$ cat config.mk
export PLATFORM = sky130hd
export DESIGN_NAME = ps2_keyboard_rx
export DESIGN_NICKNAME = d
export VERILOG_FILES = /design/src/rtl/ps2_keyboard_rx_pkg.sv /design/src/rtl/ps2_keyboard_rx_line_filter.sv /design/src/rtl/ps2_keyboard_rx.sv
export SDC_FILE = /design/constraint.sdc
export NUM_CORES = 1
export LEC_CHECK = 0
export BUFFER_PORTS_ARGS = -buffer_cell sky130_fd_sc_hd__buf_2
export CAP_MARGIN = 25
export CORE_ASPECT_RATIO = 1.75
export CORE_MARGIN = 1
export CORE_UTILIZATION = 45
export DETAILED_ROUTE_END_ITERATION = 10
export GPL_TIMING_DRIVEN = 0
export PLACE_DENSITY = 0.71
export REMOVE_ABC_BUFFERS = 1
export SYNTH_ARGS = -nofsm -noshare
export SYNTH_HDL_FRONTEND = slang
export SYNTH_SLANG_ARGS = --single-unit
$ cat constraint.sdc
create_clock -name clock -period 2.8 [get_ports clock]
set_input_delay 0.7 -clock clock [delete_from_list [all_inputs] [get_ports clock]]
set_output_delay 0.7 -clock clock [all_outputs]
set_load 0.03 [all_outputs]
$ cat src/rtl/ps2_keyboard_rx_pkg.sv
// ps2_keyboard_rx_pkg
// Shared constants for the PS/2 keyboard receiver: prefix bytes, the list of
// keyboard status bytes that are dropped when no prefix is pending, and the
// deframer state encoding (kept here so a bench can probe the state).
package ps2_keyboard_rx_pkg;

    localparam logic [7:0] PS2_PFX_EXT   = 8'hE0;
    localparam logic [7:0] PS2_PFX_BRK   = 8'hF0;
    localparam logic [7:0] PS2_PFX_PAUSE = 8'hE1;

    // Status / acknowledge bytes sent by the keyboard, packed 8 bits each.
    localparam int              PS2_NUM_STATUS   = 6;
    localparam logic [6*8-1:0]  PS2_STATUS_LIST  = {8'h00, 8'hAA, 8'hFA,
                                                    8'hEE, 8'hFE, 8'hFF};

    typedef enum logic [1:0] {
        ST_IDLE   = 2'd0,
        ST_DATA   = 2'd1,
        ST_PARITY = 2'd2,
        ST_STOP   = 2'd3
    } ps2_state_e;

    function automatic logic is_status_byte(input logic [7:0] b);
        logic hit;
        hit = 1'b0;
        for (int i = 0; i < PS2_NUM_STATUS; i++) begin
            if (PS2_STATUS_LIST[i*8 +: 8] == b) begin
                hit = 1'b1;
            end
        end
        return hit;
    endfunction

endpackage

$ cat src/rtl/ps2_keyboard_rx_line_filter.sv
// ps2_line_filter
// Brings one raw PS/2 line into the clock domain (2-FF synchroniser) and
// debounces it: the filtered level only changes after FILTER consecutive
// synchronised samples that differ from it.
// Ports:
//   clock  in   system clock, rising edge
//   reset  in   asynchronous active-low reset
//   raw    in   raw asynchronous line
//   level  out  filtered line level (resets to 1, the idle bus level)
//   fall   out  one-cycle pulse in the cycle level goes 1 -> 0
module ps2_line_filter #(
    parameter int FILTER = 8
) (
    input  logic clock,
    input  logic reset,
    input  logic raw,
    output logic level,
    output logic fall
);

    localparam int             CW       = (FILTER < 2) ? 1 : $clog2(FILTER);
    localparam logic [CW-1:0]  CNT_LAST = CW'(FILTER - 1);

    logic          sync1_reg;
    logic          sync2_reg;
    logic [CW-1:0] cnt_reg;

    always_ff @(posedge clock or negedge reset) begin
        if (!reset) begin
            sync1_reg <= 1'b1;
            sync2_reg <= 1'b1;
            cnt_reg   <= '0;
            level     <= 1'b1;
            fall      <= 1'b0;
        end else begin
            sync1_reg <= raw;
            sync2_reg <= sync1_reg;
            fall      <= 1'b0;
            if (sync2_reg != level) begin
                // cnt_reg counts differing samples already seen; this one is
                // the FILTER-th when the count is at its last value.
                if (cnt_reg == CNT_LAST) begin
                    level   <= sync2_reg;
                    fall    <= level & ~sync2_reg;
                    cnt_reg <= '0;
                end else begin
                    cnt_reg <= cnt_reg + 1'b1;
                end
            end else begin
                cnt_reg <= '0;
            end
        end
    end

endmodule

$ cat src/rtl/ps2_keyboard_rx.sv
// ps2_keyboard_rx
// PS/2 keyboard receiver (device-to-host only). Filters the raw clock/data
// lines, deframes 11-bit frames (start, 8 data LSB first, odd parity, stop)
// on filtered ps2Ck falling edges, and folds E0/F0 prefixes into single key
// events for the keyboard matrix block.
// Ports:
//   clock  in   system clock (clock32), rising edge
//   reset  in   asynchronous active-low reset
//   ps2Ck  in   raw PS/2 clock line
//   ps2D   in   raw PS/2 data line
//   strb   out  one-cycle key event strobe
//   make   out  1 = press, 0 = release (held until next strb)
//   code   out  set-2 scan code without prefixes (held until next strb)
//   ext    out  event was E0-prefixed (held until next strb)
//   err    out  one-cycle pulse on start/parity/stop/timeout error
module ps2_keyboard_rx
    import ps2_keyboard_rx_pkg::*;
#(
    parameter int FILTER  = 8,
    parameter int TIMEOUT = 32000
) (
    input  logic       clock,
    input  logic       reset,
    input  logic       ps2Ck,
    input  logic       ps2D,
    output logic       strb,
    output logic       make,
    output logic [7:0] code,
    output logic       ext,
    output logic       err
);

    localparam int             TW       = $clog2(TIMEOUT + 1);
    localparam logic [TW-1:0]  TMO_LAST = TW'(TIMEOUT);

    logic ck_level;
    logic ck_fall;
    logic d_level;

    // The clock line's level itself is not needed, only its falling edge.
    ps2_line_filter #(.FILTER(FILTER)) u_ck_filter (
        .clock (clock),
        .reset (reset),
        .raw   (ps2Ck),
        .level (ck_level),
        .fall  (ck_fall)
    );

    // Data is only ever sampled on clock edges, so its edge output is unused.
    ps2_line_filter #(.FILTER(FILTER)) u_d_filter (
        .clock (clock),
        .reset (reset),
        .raw   (ps2D),
        .level (d_level),
        .fall  ()
    );

    // ------------------------------------------------------------------
    // Deframer
    // ------------------------------------------------------------------
    ps2_state_e    state_reg;
    logic [2:0]    bit_cnt_reg;
    logic [7:0]    shift_reg;
    logic          parity_reg;
    logic [TW-1:0] tmo_cnt_reg;
    logic          byte_valid_reg;
    logic          frame_err_reg;   // start/parity/stop error: drops prefixes
    logic          tmo_err_reg;     // timeout: prefixes survive

    always_ff @(posedge clock or negedge reset) begin
        if (!reset) begin
            state_reg      <= ST_IDLE;
            bit_cnt_reg    <= '0;
            shift_reg      <= '0;
            parity_reg     <= 1'b0;
            tmo_cnt_reg    <= '0;
            byte_valid_reg <= 1'b0;
            frame_err_reg  <= 1'b0;
            tmo_err_reg    <= 1'b0;
        end else begin
            byte_valid_reg <= 1'b0;
            frame_err_reg  <= 1'b0;
            tmo_err_reg    <= 1'b0;
            if (ck_fall) begin
                tmo_cnt_reg <= '0;
                case (state_reg)
                    ST_IDLE: begin
                        if (!d_level) begin
                            state_reg   <= ST_DATA;
                            bit_cnt_reg <= '0;
                        end else begin
                            frame_err_reg <= 1'b1;
                        end
                    end
                    ST_DATA: begin
                        shift_reg <= {d_level, shift_reg[7:1]};
                        if (bit_cnt_reg == 3'd7) begin
                            state_reg <= ST_PARITY;
                        end else begin
                            bit_cnt_reg <= bit_cnt_reg + 3'd1;
                        end
                    end
                    ST_PARITY: begin
                        parity_reg <= d_level;
                        state_reg  <= ST_STOP;
                    end
                    ST_STOP: begin
                        if (d_level && (^{shift_reg, parity_reg})) begin
                            byte_valid_reg <= 1'b1;
                        end else begin
                            frame_err_reg <= 1'b1;
                        end
                        state_reg   <= ST_IDLE;
                        bit_cnt_reg <= '0;
                    end
                    default: state_reg <= ST_IDLE;
                endcase
            end else if (state_reg != ST_IDLE) begin
                if (tmo_cnt_reg == TMO_LAST) begin
                    tmo_err_reg <= 1'b1;
                    state_reg   <= ST_IDLE;
                    bit_cnt_reg <= '0;
                    tmo_cnt_reg <= '0;
                end else begin
                    tmo_cnt_reg <= tmo_cnt_reg + 1'b1;
                end
            end else begin
                tmo_cnt_reg <= '0;
            end
        end
    end

    // ------------------------------------------------------------------
    // Byte decoder: prefix tracking and event generation
    // ------------------------------------------------------------------
    logic ext_pend_reg;
    logic brk_pend_reg;

    always_ff @(posedge clock or negedge reset) begin
        if (!reset) begin
            strb         <= 1'b0;
            make         <= 1'b0;
            code         <= 8'h00;
            ext          <= 1'b0;
            err          <= 1'b0;
            ext_pend_reg <= 1'b0;
            brk_pend_reg <= 1'b0;
        end else begin
            strb <= 1'b0;
            // byte_valid and the error pulses are mutually exclusive, so
            // strb and err can never coincide.
            err  <= frame_err_reg | tmo_err_reg;
            if (frame_err_reg) begin
                ext_pend_reg <= 1'b0;
                brk_pend_reg <= 1'b0;
            end else if (byte_valid_reg) begin
                if (shift_reg == PS2_PFX_EXT) begin
                    ext_pend_reg <= 1'b1;
                end else if (shift_reg == PS2_PFX_BRK) begin
                    brk_pend_reg <= 1'b1;
                end else if (shift_reg == PS2_PFX_PAUSE) begin
                    // Pause then decodes as plain 14/77 events.
                end else if (is_status_byte(shift_reg) && !ext_pend_reg && !brk_pend_reg) begin
                    // Keyboard status byte outside a prefixed sequence.
                end else begin
                    strb         <= 1'b1;
                    code         <= shift_reg;
                    make         <= ~brk_pend_reg;
                    ext          <= ext_pend_reg;
                    ext_pend_reg <= 1'b0;
                    brk_pend_reg <= 1'b0;
                end
            end
        end
    end

endmodule

# Yosys cells after proc, flatten, opt, wreduce, memory -nomap -nowiden

Cells that the tools add are included.

Register bits: 59
Bits in latches: 0
RAM bits: 0
Bits in read-only memories: 0
Input bits: 4
Output and inout bits: 12
Logic and storage cells: 143
Memories: 0

Add/subtract/negate cells: 4
Multiply operators: 0
Div/mod/pow operators: 0
Order comparisons: 0
Equal/unequal tests: 27
Shifts and indexed selects: 0
Multiplexer cells: 58
Bitwise gates (word level): 9
Reductions and logical operators: 21

Operators by type and width:

| operator                | number |
|---|---|
| $mux W15                | 3 |
| $eq A8 B8 Y1 const A    | 5 |
| $mux W1                 | 38 |
| $mux W3                 | 9 |
| $eq A8 B8 Y1 const B    | 3 |
| $ne A3 B3 Y1 const B    | 8 |
| $add A15 B1 Y15 const B | 1 |
| $eq A15 B15 Y1 const B  | 1 |
| $reduce_and A4 Y1       | 3 |
| $mux W2                 | 5 |
| $add A3 B1 Y3 const B   | 3 |
| $eq A3 B3 Y1 const B    | 3 |
| $pmux W3 S3             | 1 |
| $reduce_xor A9 Y1       | 1 |
| $logic_not A8 Y1        | 1 |
| $pmux W2 S4             | 1 |
| $reduce_and A2 Y1       | 4 |
| $reduce_bool A2 Y1      | 4 |
| $not A1 Y1              | 7 |
| $reduce_and A6 Y1       | 1 |
| $reduce_and A5 Y1       | 1 |
| $eq A2 B2 Y1 const B    | 2 |
| $ne A4 B4 Y1 const B    | 1 |
| $logic_and A1 B1 Y1     | 3 |
| other kinds (8)         | 10 |

# Longest topological paths before layout

Word-level depth: 20
Gate-level depth with buffers: 8
Gate-level depth less buffers: 7

# Hierarchy

From an unflattened synthesis, not the netlist that was laid out.

Cell total of the unflattened synthesis: 244
Area total of the unflattened synthesis: 2869.0 um^2

Modules (own cells, without submodules):

| module          | times used | cells each | area an instance (um^2) | seq. area each (um^2) |
|---|---|---|---|---|
| ps2_keyboard_rx | 1          | 206        | 2290.9                  | 1151.1 |
| ps2_line_filter | 2          | 19         | 289.0                   | 178.9 |

# Worst setup path before layout

No wires, ideal clock.

Path type: register -> register
From: register shift_reg[0]
To: register code[1]
Library setup time: 0.125 ns
Data arrival time: 1.830 ns
Required time: 2.675 ns
Slack: 0.845 ns
Cell stages (with the launch flop): 8
Buffers on the path: 2
Clock period less this slack: 1.955 ns
Cells stage by stage: dfrtp_1 buf_6 or4_1 nor3_1 o21ai_1 nand4b_2 buf_6 mux2_4

Word-level cells in the longest chain between the ends: 16
Elaborated cells between the ends (all ways): 27
Those cells by class: eq/ne (8); mux (11); bitwise (4); reduce/logical (4)

Ends and longest elaborated chain:

| item                                   | RTL line                  | text |
|---|---|---|
| start, declared                        | ps2_keyboard_rx.sv:63     | `logic [7:0] shift_reg;` |
| start signal, assigned                 | ps2_keyboard_rx.sv:96     | `shift_reg <= {d_level, shift_reg[7:1]};` |
| $eq A8 B8 Y1                           | ps2_keyboard_rx_pkg.sv:27 | `if (PS2_STATUS_LIST[i*8 +: 8] == b) begin` |
| $mux W1 (6 in series)                  | ps2_keyboard_rx_pkg.sv:27 |  |
| $mux W1                                | ps2_keyboard_rx.sv:161    | `end else if (shift_reg == PS2_PFX_PAUSE) begin` |
| $mux W1                                | ps2_keyboard_rx.sv:159    | `end else if (shift_reg == PS2_PFX_BRK) begin` |
| $mux W1                                | ps2_keyboard_rx.sv:157    | `if (shift_reg == PS2_PFX_EXT) begin` |
| $mux W1                                | ps2_keyboard_rx.sv:156    | `end else if (byte_valid_reg) begin` |
| $mux W1                                | ps2_keyboard_rx.sv:153    | `if (frame_err_reg) begin` |
| $logic_and A1 B1 Y1 (2 in series)      | ps2_keyboard_rx.sv:163    | `end else if (is_status_byte(shift_reg) && !ext_pend_reg && !brk_pend_reg) begin` |
| $not A1 Y1 (no source line)            | n/a                       |  |
| $reduce_and A6 Y1 (no source line) (*) | n/a                       |  |
| end signal, assigned                   | ps2_keyboard_rx.sv:167    | `code <= shift_reg;` |
| end, declared                          | ps2_keyboard_rx.sv:28     | `output logic [7:0] code,` |

Mark *: on every way between the ends. The rest lies on a longest branch, timed or not. The select of a mux whose other input is x is not followed.
A chain may end at the register's enable or synchronous reset.

# Worst setup path after layout

From: register shift_reg[0]
To: register code[0]

Word-level cells in the longest chain between the ends: 16
Elaborated cells between the ends (all ways): 27
Those cells by class: eq/ne (8); mux (11); bitwise (4); reduce/logical (4)

Ends and longest elaborated chain:

| item                               | RTL line |
|---|---|
| $eq A8 B8 Y1                       | ps2_keyboard_rx_pkg.sv:27 |
| $mux W1 (6 in series)              | ps2_keyboard_rx_pkg.sv:27 |
| $mux W1                            | ps2_keyboard_rx.sv:161 |
| $mux W1                            | ps2_keyboard_rx.sv:159 |
| $mux W1                            | ps2_keyboard_rx.sv:157 |
| $mux W1                            | ps2_keyboard_rx.sv:156 |
| $mux W1                            | ps2_keyboard_rx.sv:153 |
| $logic_and A1 B1 Y1 (2 in series)  | ps2_keyboard_rx.sv:163 |
| $not A1 Y1 (no source line)        | n/a |
| $reduce_and A6 Y1 (no source line) | n/a |

Parallel ways exist; a longest one is shown, timed or not. The select of a mux whose other input is x is not followed.

==> run_results.csv <==
group,metric,value,unit
route,wire_per_inst,12.6,um
logic_synthesis,synthDistinctLibCells,43,
cts,cts_resized,0,
timing,finalWorstSetupSlack,0.608,ns
hold_path,holdCritStartpoint,"u_d_filter.sync1_reg",
logic_synthesis,ys_async_sr_fraction,100,%
cts,cts_sinks,59,
logic_synthesis,synthCells,246,
placement,io_buffers,15,
logic_synthesis,synth_edf_count,0,
die,rows,37,
route,routed_wl,4400,um
timing,rsz0062_at_grt,"false",
worst_setup_path,end_kind,"flip-flop",
die,die_x,61.6,um
logic_synthesis,synth.largest_area_cell,"dfrtp_1",
die,core_region_area,5930,um^2
grt,grt_max_degree,32,
cts,htreeDepth,3,
route,first_pass_iters,4,
power_and_ir_drop,vdd_drop_max,0.591,mV
timing,fmax,456,MHz
cts,postCtsHoldBufs,0,
worst_setup_path,worstPathRequired,3.02,ns
cts,clock_path_buffers,2,
logic_synthesis,synth_top_area_share,47.5,%
logic_synthesis,avgSynthCellArea,11.4,um^2
worst_setup_path,r2r-start,"shift_reg[0]",
logic_synthesis,synth-main-ff-cell,"dfrtp_1",
power_and_ir_drop,power_density,729,nW/um^2
timing,finalSetupViolations,0,
die,fp.dieArea,6540,um^2
cts,root_buffer,"clkbuf_8",
logic_synthesis,synthTopCellsByArea,"dfrtp_1 (47%), ha_1 (6.3%), dfstp_2 (5.6%), mux2_4 (4.3%), xnor2_1 (3.8%)",
final_layout,num_antenna_cells,0,
timing,worst_pin_slew,0.660,ns
placement,place_ws,0.596,ns
final_layout,largest_register_ffs,15,
route,remaining_drc_errors,0,
timing,fin_tns_setup,0,ns
grt,grt_pass1_wl,7630,um
worst_setup_path,worst-r2r-setup-slack,0.61,ns
worst_setup_path,slowest_delay,0.54,ns
timing,slew_viol_final,0,
timing,fin_crit_sh,78.3,%
route,vias,1770,
grt,antenna_found_initial,0,
final_layout,area_growth,13.8,%
worst_setup_path,cp.arrival,2.41,ns
placement,place_hpwl,3040,um
worst_setup_path,cp_cell_sequence,"or4_1, nor3_1, o21ai_1, nand4b_2, mux2_2",
hold_path,hold_class,"flip-flop to flip-flop",
grt,grt_util_all_layers,16.0,%
timing,skew,0.00606,ns
final_layout,final_nets,283,
logic_synthesis,ys_warn_count,0,
grt,gr-total-overflow,0,
die,die_h,106,um
die,ios,16,
logic_synthesis,yosysMostFrequentCell,"dfrtp_1",
cts,cts_tree,"done",
worst_setup_path,cp-start-kind,"flip-flop",
route,drt_iter0_markers,79,
cts,cts_inserted_buffers,9,
worst_setup_path,path_delay_family,"simple AND/OR/NAND/NOR gates",
cts,insertion_delay,0.34,ns
hold_path,min_path_cells,0,
route,via_per_inst,5.09,
grt,grt_pass1_vias,1743,
logic_synthesis,synthTopCellsByCount,"dfrtp_1 (53), nor2_1 (25), nand2_1 (20), ha_1 (14), inv_1 (14)",
worst_setup_path,crit_buf_inv,0,
worst_setup_path,worstSetupPathType,"flip-flop to flip-flop",
timing,holdWs,0.356,ns
route,ant_nets,0,
timing,period_needed,2.19,ns
run,cap_violations,0,
worst_setup_path,slowest_stage,"or4_1",
worst_setup_path,rr_worst_depth,5,
logic_synthesis,ys_ff_latch,59,
cts,post_cts_buffers,0,
placement,gp_congestion,0.796,
timing,slew_headroom,56.0,%
worst_setup_path,crit_fanout,11,
run_status,outcome,"finished clean",
final_layout,utilization,53.6,%
power_and_ir_drop,fin_total_pwr,2.32,mW
logic_synthesis,ys_seq_area_share,53.1,%
worst_setup_path,r2r_end,"code[0]",
die,initial_core_util,47.1,%
timing,hold_viol_final,0,
logic_synthesis,syn_area,2790,um^2
final_layout,drive_gt1_share,21.1,%
hold_path,holdPathEnd,"u_d_filter.sync2_reg",
cts,clk_pin_slew_worst_paths,0.07,ns
power_and_ir_drop,p_leak,1.59,nW
## cells by family (layout without fill, tap and decap cells)
logic type	after synthesis	in the layout	synth area share (%)
XOR/XNOR	21	21	7.08
adder cells (fa/ha/maj)	14	14	6.27
AO/OA/AOI/OAI	24	24	5.15
multiplexers	19	19	8.65
AND/OR/NAND/NOR	87	87	15.9
flip-flops	59	59	53.1
buffers and inverters	22	46	3.85
## cell usage in the layout, fill, tap and decap left out, drive strengths merged, types with 4 or more instances in the layout
cell,instances
dfrtp,53
nor2,25
nand2,20
mux2,17
buf,16
inv,16
ha,14
xnor2,12
o21ai,10
clkbuf,9
xor2,8
nand3,7
dfstp,6
and3,5
nor3,5
a21oi,4
## final cells by class
cell class,count,area (um^2)
timing repair buffer,16,95.1
tap,78,97.6
multi-input combinational,165,1200
inverter,14,52.6
clock buffer,9,124
fill,533,2750
clock inverter,7,124
sequential,59,1480
## power by group
| part | total (mW) | switching, mW | internal (mW) | leakage (nW) |
|---|---|---|---|---|
| sequential | 1.04 | 0.0884 | 0.950 | 0.786 |
| clock | 0.957 | 0.359 | 0.598 | 0.120 |
| combinational | 0.321 | 0.188 | 0.133 | 0.688 |
## worst max path at each step
stage	start	to	slack, ns	cells past startpoint
floorplan	shift_reg[4]	code[0]	0.80	5
global placement	shift_reg[0]	code[0]	0.61	5
detailed placement	shift_reg[0]	code[0]	0.60	5
CTS	shift_reg[0]	code[0]	0.59	5
global route	shift_reg[0]	code[0]	0.42	5
finish	shift_reg[0]	code[0]	0.61	5
## stage by stage
stage	std cells	area, um^2
3_5_place_dp	332	2930
2_1_floorplan	238	2740
6_report	348	3180
5_1_grt	348	3180
3_3_place_gp	331	2910
4_1_cts	348	3180
## metal layers
layer	vias to the layer above	global-route usage [%]	wire (um)
met4	0	10.8	103
met1	853	17.6	1760
met3	8	4.99	171
li1	868	-	-
met5	-	0	0
met2	41	25.2	2360
Power figures use the tool's default switching activity.
